<file path="src/rtl/seq_detector_0010111_pkg.sv">
// Shared definitions for the serial pattern detector.
//
// Holds the default pattern/length, the step classification used by the
// detector FSM, and the two constant functions that turn a pattern into
// KMP transition data at elaboration time:
//   kmp_next   - next matched-prefix length for (state, bit)
//   border_len - longest proper prefix of the pattern that is also a suffix
//
// Patterns are passed zero-extended to 16 bits; bit (len-1) of the pattern
// is the first bit to arrive on the serial line.
package seq_detector_0010111_pkg;

    localparam int         MAX_LEN         = 16;
    localparam int         DEFAULT_LEN     = 7;
    localparam logic [6:0] DEFAULT_PATTERN = 7'b0010111;

    // What one clock does to the matched-prefix state.
    typedef enum logic [1:0] {
        STEP_IDLE    = 2'd0,  // no accepted bit, state holds
        STEP_ADVANCE = 2'd1,  // bit matched the expected one, k -> k+1
        STEP_FAIL    = 2'd2,  // bit mismatched, take the failure transition
        STEP_MATCH   = 2'd3   // final pattern bit accepted
    } step_e;

    // Longest prefix of the pattern that is a suffix of
    // (first k pattern bits, followed by bit b). May return len.
    function automatic int kmp_next(int k, logic b, logic [15:0] pat, int len);
        int   res;
        int   j;
        logic ok;
        logic c;
        res = 0;
        for (int l = k + 1; l >= 1; l--) begin
            ok = 1'b1;
            for (int i = 0; i < l; i++) begin
                // Position of the i-th candidate-suffix bit within the
                // (k + 1)-bit string "prefix_k, b".
                j = k + 1 - l + i;
                c = (j < k) ? pat[4'(len - 1 - j)] : b;
                if (pat[4'(len - 1 - i)] != c) begin
                    ok = 1'b0;
                end
            end
            if (ok && (l > res)) begin
                res = l;
            end
        end
        return res;
    endfunction

    // Longest proper prefix that is also a suffix of the whole pattern.
    function automatic int border_len(logic [15:0] pat, int len);
        int   res;
        logic ok;
        res = 0;
        for (int l = 1; l < len; l++) begin
            ok = 1'b1;
            for (int i = 0; i < l; i++) begin
                if (pat[4'(len - 1 - i)] != pat[4'(l - 1 - i)]) begin
                    ok = 1'b0;
                end
            end
            if (ok) begin
                res = l;
            end
        end
        return res;
    endfunction

endpackage

</file>
<file path="src/rtl/seq_detector_0010111_sat_counter.sv">
// Saturating up-counter with synchronous clear.
//
// Ports:
//   clk   - rising-edge clock
//   rst   - asynchronous active-low reset (count -> 0)
//   inc   - add one on this edge unless already at the all-ones maximum
//   clr   - force count to zero on this edge; has priority over inc
//   count - current value
module seq_detector_0010111_sat_counter #(
    parameter int CNT_W = 8
) (
    input  logic             clk,
    input  logic             rst,
    input  logic             inc,
    input  logic             clr,
    output logic [CNT_W-1:0] count
);

    logic [CNT_W-1:0] count_q;
    logic [CNT_W-1:0] count_d;

    always_comb begin
        count_d = count_q;
        if (clr) begin
            count_d = '0;
        end else if (inc && (count_q != {CNT_W{1'b1}})) begin
            count_d = count_q + 1'b1;
        end
    end

    always_ff @(posedge clk or negedge rst) begin
        if (!rst) begin
            count_q <= '0;
        end else begin
            count_q <= count_d;
        end
    end

    assign count = count_q;

endmodule

</file>
<file path="src/rtl/seq_detector_0010111.sv">
// Serial pattern detector (Moore style) with a saturating match counter.
//
// Watches a serial bit stream and pulses match for one cycle each time the
// programmed pattern has been received (MSB of PATTERN first).
//
// Ports:
//   clk         - rising-edge clock
//   rst         - asynchronous active-low reset
//   din         - serial data bit
//   din_valid   - din is consumed only when high
//   clr         - synchronous clear of match_count (FSM unaffected)
//   match       - registered one-cycle pulse after the final pattern bit
//   match_count - saturating number of matches since reset/clr
//   state       - matched-prefix length, for observation
//
// Handshake: din is accepted on a rising edge exactly when din_valid is high;
// there is no back-pressure, so every valid bit is consumed.
module seq_detector_0010111
    import seq_detector_0010111_pkg::*;
#(
    parameter int             LEN     = DEFAULT_LEN,
    parameter logic [LEN-1:0] PATTERN = DEFAULT_PATTERN,
    parameter bit             OVERLAP = 1'b1,
    parameter int             CNT_W   = 8
) (
    input  logic                       clk,
    input  logic                       rst,
    input  logic                       din,
    input  logic                       din_valid,
    input  logic                       clr,
    output logic                       match,
    output logic [CNT_W-1:0]           match_count,
    output logic [$clog2(LEN+1)-1:0]   state
);

    localparam int            SW      = $clog2(LEN + 1);
    localparam int            TAB_N   = 2 ** (SW + 1);
    localparam logic [15:0]   PAT16   = 16'(PATTERN);
    localparam logic [SW-1:0] FULL    = SW'(LEN);
    // Where the FSM lands after a completed pattern.
    localparam logic [SW-1:0] RESTART = OVERLAP ? SW'(border_len(PAT16, LEN)) : '0;

    // Transition table indexed by {state, bit}, built entirely from
    // constants. Encodings at or above LEN cannot be reached; they are
    // steered back to 0 so a corrupted state recovers.
    logic [SW-1:0] nxt_tab [TAB_N];

    for (genvar g = 0; g < TAB_N; g++) begin : g_tab
        localparam int K = g / 2;
        if (K < LEN) begin : g_live
            assign nxt_tab[g] = SW'(kmp_next(K, 1'(g % 2), PAT16, LEN));
        end else begin : g_dead
            assign nxt_tab[g] = '0;
        end
    end

    logic [SW-1:0] state_q;
    logic [SW-1:0] state_d;
    logic          match_q;
    logic          match_d;
    logic [SW-1:0] cand;
    step_e         step;

    always_comb begin
        state_d = state_q;
        match_d = 1'b0;
        cand    = '0;
        step    = STEP_IDLE;

        // The lookup sits under din_valid so an undriven din while idle
        // never reaches the state register.
        if (din_valid) begin
            cand = nxt_tab[{state_q, din}];
            if (cand == FULL) begin
                step = STEP_MATCH;
            end else if (cand == (state_q + 1'b1)) begin
                step = STEP_ADVANCE;
            end else begin
                step = STEP_FAIL;
            end
        end

        case (step)
            STEP_ADVANCE, STEP_FAIL: begin
                state_d = cand;
            end
            STEP_MATCH: begin
                state_d = RESTART;
                match_d = 1'b1;
            end
            default: begin
                state_d = state_q;
            end
        endcase
    end

    always_ff @(posedge clk or negedge rst) begin
        if (!rst) begin
            state_q <= '0;
            match_q <= 1'b0;
        end else begin
            state_q <= state_d;
            match_q <= match_d;
        end
    end

    // The count moves on the same edge that raises match, so the new value
    // is visible alongside the pulse.
    seq_detector_0010111_sat_counter #(
        .CNT_W (CNT_W)
    ) u_match_cnt (
        .clk   (clk),
        .rst   (rst),
        .inc   (match_d),
        .clr   (clr),
        .count (match_count)
    );

    assign match = match_q;
    assign state = state_q;

endmodule

</file>
<file path="config.mk">
export PLATFORM = sky130hd
export DESIGN_NAME = seq_detector_0010111
export DESIGN_NICKNAME = d
export VERILOG_FILES = /design/src/rtl/seq_detector_0010111_pkg.sv /design/src/rtl/seq_detector_0010111_sat_counter.sv /design/src/rtl/seq_detector_0010111.sv
export SDC_FILE = /design/constraint.sdc
export NUM_CORES = 1
export LEC_CHECK = 0
export CAP_MARGIN = 20
export CORE_UTILIZATION = 43
export CTS_CLUSTER_SIZE = 10
export DETAILED_ROUTE_END_ITERATION = 8
export PLACE_DENSITY = 0.73
export SLEW_MARGIN = 20
export SYNTH_ARGS = -nofsm -noshare
export SYNTH_HDL_FRONTEND = slang
export SYNTH_HIERARCHICAL = 1
export SYNTH_SLANG_ARGS = --single-unit
</file>
<file path="constraint.sdc">
create_clock -name clk -period 2.3 [get_ports clk]
set_clock_uncertainty 0.15 [all_clocks]
set_input_delay 0.46 -clock clk [delete_from_list [all_inputs] [get_ports clk]]
set_output_delay 0.46 -clock clk [all_outputs]
set_load 0.1 [all_outputs]
</file>
==> flow_metrics.env <==
export IMPL_fin_nets=113
export IMPL_first_pass_iters=6
export IMPL_finalWorstSetupSlack_ps=55.6
export IMPL_clk_path_buf_depth=2
export IMPL_grt_max_degree=13
export IMPL_path_depth=11
export IMPL_status="finished, violations left"
export IMPL_switchingPower_mw=0.480
export IMPL_syn_inst=74
export IMPL_row_count=14
export IMPL_crit_end="u_match_cnt/count[7]$_DFFE_PN0P_"
export IMPL_cts_buffers=3
export IMPL_timing_rr_start="state[0]$_DFFE_PN0P_"
export IMPL_die_area_mm2=0.00189
export IMPL_hold_buffers=0
export IMPL_clkTransAtPathRegs_ps=70
export IMPL_drv_slew=0
export IMPL_stdcell_area_mm2=0.00108
export IMPL_cap_violations=0
export IMPL_cts_root_buf="clkbuf_4"
export IMPL_grtUsageMet2=0.318
export IMPL_r2r_cells=11
export IMPL_clock_latency_ps=270
export IMPL_synth_top_area_cell="dfrtp_1"
export IMPL_cts_htree_levels=1
export IMPL_final_core_util=0.692
export IMPL_dp_hpwl_um=1220
export IMPL_period_needed_ps=2240
export IMPL_seqPwrFrac=0.288
export IMPL_yosysUniqueCellTypes=30
export IMPL_holdCritPathClass="in2async"
export IMPL_gr_usage_met1=0.290
export IMPL_gr_usage_all_layers=0.210
export IMPL_path_class="reg2reg"
export IMPL_synth_nets=83
export IMPL_mostFrequentLayoutCells="22 x buf_4, 9 x dfrtp_1, 4 x a21oi_1, 4 x nor2b_1, 4 x nor3_1"
export IMPL_wire_per_inst_um=14.5
export IMPL_max_slew_margin=0.627
export IMPL_synth_area_per_cell_um2=9.99
export IMPL_cpLargestDelayFamily="simple AND/OR/NAND/NOR gates"
export IMPL_comb_power_share=0.581
export IMPL_violations="DRC"
export IMPL_syn_area_um2=739
export IMPL_power_density_mw_per_mm2=960
export IMPL_via_count=685
export IMPL_area_growth_pct=45.9
export IMPL_cp_required_ps=2290
export IMPL_drc=2
export IMPL_cp_data_arrival_time_ps=2230
export IMPL_cts_tree="done"
export IMPL_use_met3=0.0792
export IMPL_layout_commonest_cell="buf_4"
export IMPL_routed_via_density=5.76
export IMPL_drt_total_wl_um=1730
export IMPL_start_util=0.474
export IMPL_cts_num_sinks=12
export IMPL_critPathBufInv=4
export IMPL_startpoint="state[0]$_DFFE_PN0P_"
export IMPL_critPathLaunchType="flip-flop"
export IMPL_regToRegSetupSlack_ps=60
export IMPL_drive_above_1_share=0.524
export IMPL_slowest_stage="dfrtp_4"
export IMPL_diodes=0
export IMPL_timing_rr_end="u_match_cnt/count[7]$_DFFE_PN0P_"
export IMPL_clkPwrFrac=0.132
export IMPL_rsz0062_at_grt="true"
export IMPL_worstSetupEndpointType="flip-flop"
export IMPL_die_y_um=43.5
export IMPL_placed_cell_area_um2=971
export IMPL_ys_seq_area_frac=0.406
export IMPL_overflow=0
export IMPL_fin_crit_sh=0.976
export IMPL_finalHoldViolations=0
export IMPL_die_width_um=43.5
export IMPL_critPathMaxFanout=5
export IMPL_antenna_found_initial=0
export IMPL_boundaryPins=17
export IMPL_finalWeightedCongestion=0.834
export IMPL_grt_pass1_wl_um=2910
export IMPL_yosys_warnings=6
export IMPL_clock_fmax_ghz=0.446
export IMPL_fillers=124
export IMPL_netlist_area_leader_share=0.406
export IMPL_grt_pass1_vias=638
export IMPL_swShare=0.463
export IMPL_core_area_mm2=0.00156
export IMPL_peakVddDrop_uv=922
export IMPL_path_cells="inv_6 -> ha_4 -> inv_2 -> mux4_2 -> nand2_2 -> nor2_2 -> buf_6 -> nand3_4 -> buf_4 -> nor4_1 -> a211oi_2"
export IMPL_cellInternalPower_mw=0.556
export IMPL_worstMarginPinSlew_ps=557
export IMPL_grt_busiest_layer="met2"
export IMPL_ys_ff_latch=12
export IMPL_io_buffers=16
export IMPL_crit_path_max_incr_delay_ps=510
export IMPL_leakagePower_nw=0.462
export IMPL_synth_area_leaders="dfrtp_1 41%, ha_1 6.8%, mux4_2 6.1%"
export IMPL_drt_iter0_drc=28
export IMPL_setup_viol=0
export IMPL_place_ws_ps=-571
export IMPL_ant_nets=0
cells by family after synthesis:
group / after synthesis / share of synthesized area
simple gates: 30 / 0.228
compound gates: 14 / 0.127
flops: 12 / 0.406
buf+inv: 7 / 0.0372
mux: 7 / 0.134
fa+ha+maj: 4 / 0.0677
metal layers:
layer / vias to the layer above / wire length, um
met5: - / 0
met4: 0 / 0
met3: 0 / 86
met2: 18 / 798
met1: 333 / 841
li1: 334 / -
how the worst min path moves through the flow:
stage	startpoint	end	slack (ps)
global placement	u_match_cnt/count[7]$_DFFE_PN0P_	u_match_cnt/count[7]$_DFFE_PN0P_	430
finish	rst	u_match_cnt/count[2]$_DFFE_PN0P_	390
floorplan	rst	match$_DFF_PN0_	10
global route	rst	u_match_cnt/count[2]$_DFFE_PN0P_	430
detailed placement	u_match_cnt/count[7]$_DFFE_PN0P_	u_match_cnt/count[7]$_DFFE_PN0P_	450
CTS	rst	u_match_cnt/count[2]$_DFFE_PN0P_	400
worst reg2reg max path, cell delays in order (launching register included):
cell and delay (ps):
dfrtp_4 510, inv_6 90, ha_4 200, inv_2 40, mux4_2 250, nand2_2 50
nor2_2 100, buf_6 130, nand3_4 90, buf_4 150, nor4_1 280, a211oi_2 80
through the flow:
step / std cells / power (mW) / TNS [ps] / hold slack [ps]
floorplan: 74 / 0.680 / -446 / 14.4
global placement: 112 / 0.817 / -3840 / 433
detailed placement: 112 / 0.831 / -4360 / 448
CTS: 117 / 0.979 / 0 / 400
global route: 119 / 1.09 / -99.8 / 429
finish: 119 / 1.04 / 0 / 392
final cells by class:
cell class / instances / area, um2 / share of cell area
Tap cell: 16 / 20.0 / 0.0186
Inverter: 5 / 23.8 / 0.0220
Multi-Input combinational cell: 55 / 487 / 0.451
Clock buffer: 4 / 26.3 / 0.0244
Sequential cell: 12 / 307 / 0.284
Timing Repair Buffer: 27 / 215 / 0.200
flip-flops by register name (all words and copies together), names as in the netlist:
signal,flops
u_match_cnt/count,8
state,3
match,1
Yosys cell counts (all sizes together):
library cell and instances:
a41oi 1, nand2 5, nand3 3, and4 2
buf 1, nor2 4, inv 5, nand4 1
a2111oi 1, a31oi 1, nor3b 1, clkbuf 1
ha 4, a21oi 5, a31o 2, mux2 3
a211oi 1, o21ai 1, mux2i 2, dfrtp 12
nor2b 4, nor3 4, or3 1, nor4 1
mux4 2, and3 1, a21boi 2, nand2b 3
power by group through the flow:
| stage | combinational, mW | sequential [mW] | clock, mW |
|---|---|---|---|
| floorplan | 0.188 | 0.492 | 0 |
| global placement | 0.522 | 0.295 | 0 |
| detailed placement | 0.534 | 0.297 | 0 |
| CTS | 0.542 | 0.294 | 0.142 |
| global route | 0.629 | 0.305 | 0.151 |
| finish | 0.601 | 0.298 | 0.136 |
repair_timing:
item	CTS	global route
endpoints found under the setup margin	8	7
setup buffers	1	3
gates resized for setup	5	12
gates cloned	0	0
pin swaps	1	7
Note: power is estimated with default switching activity, not from simulation.
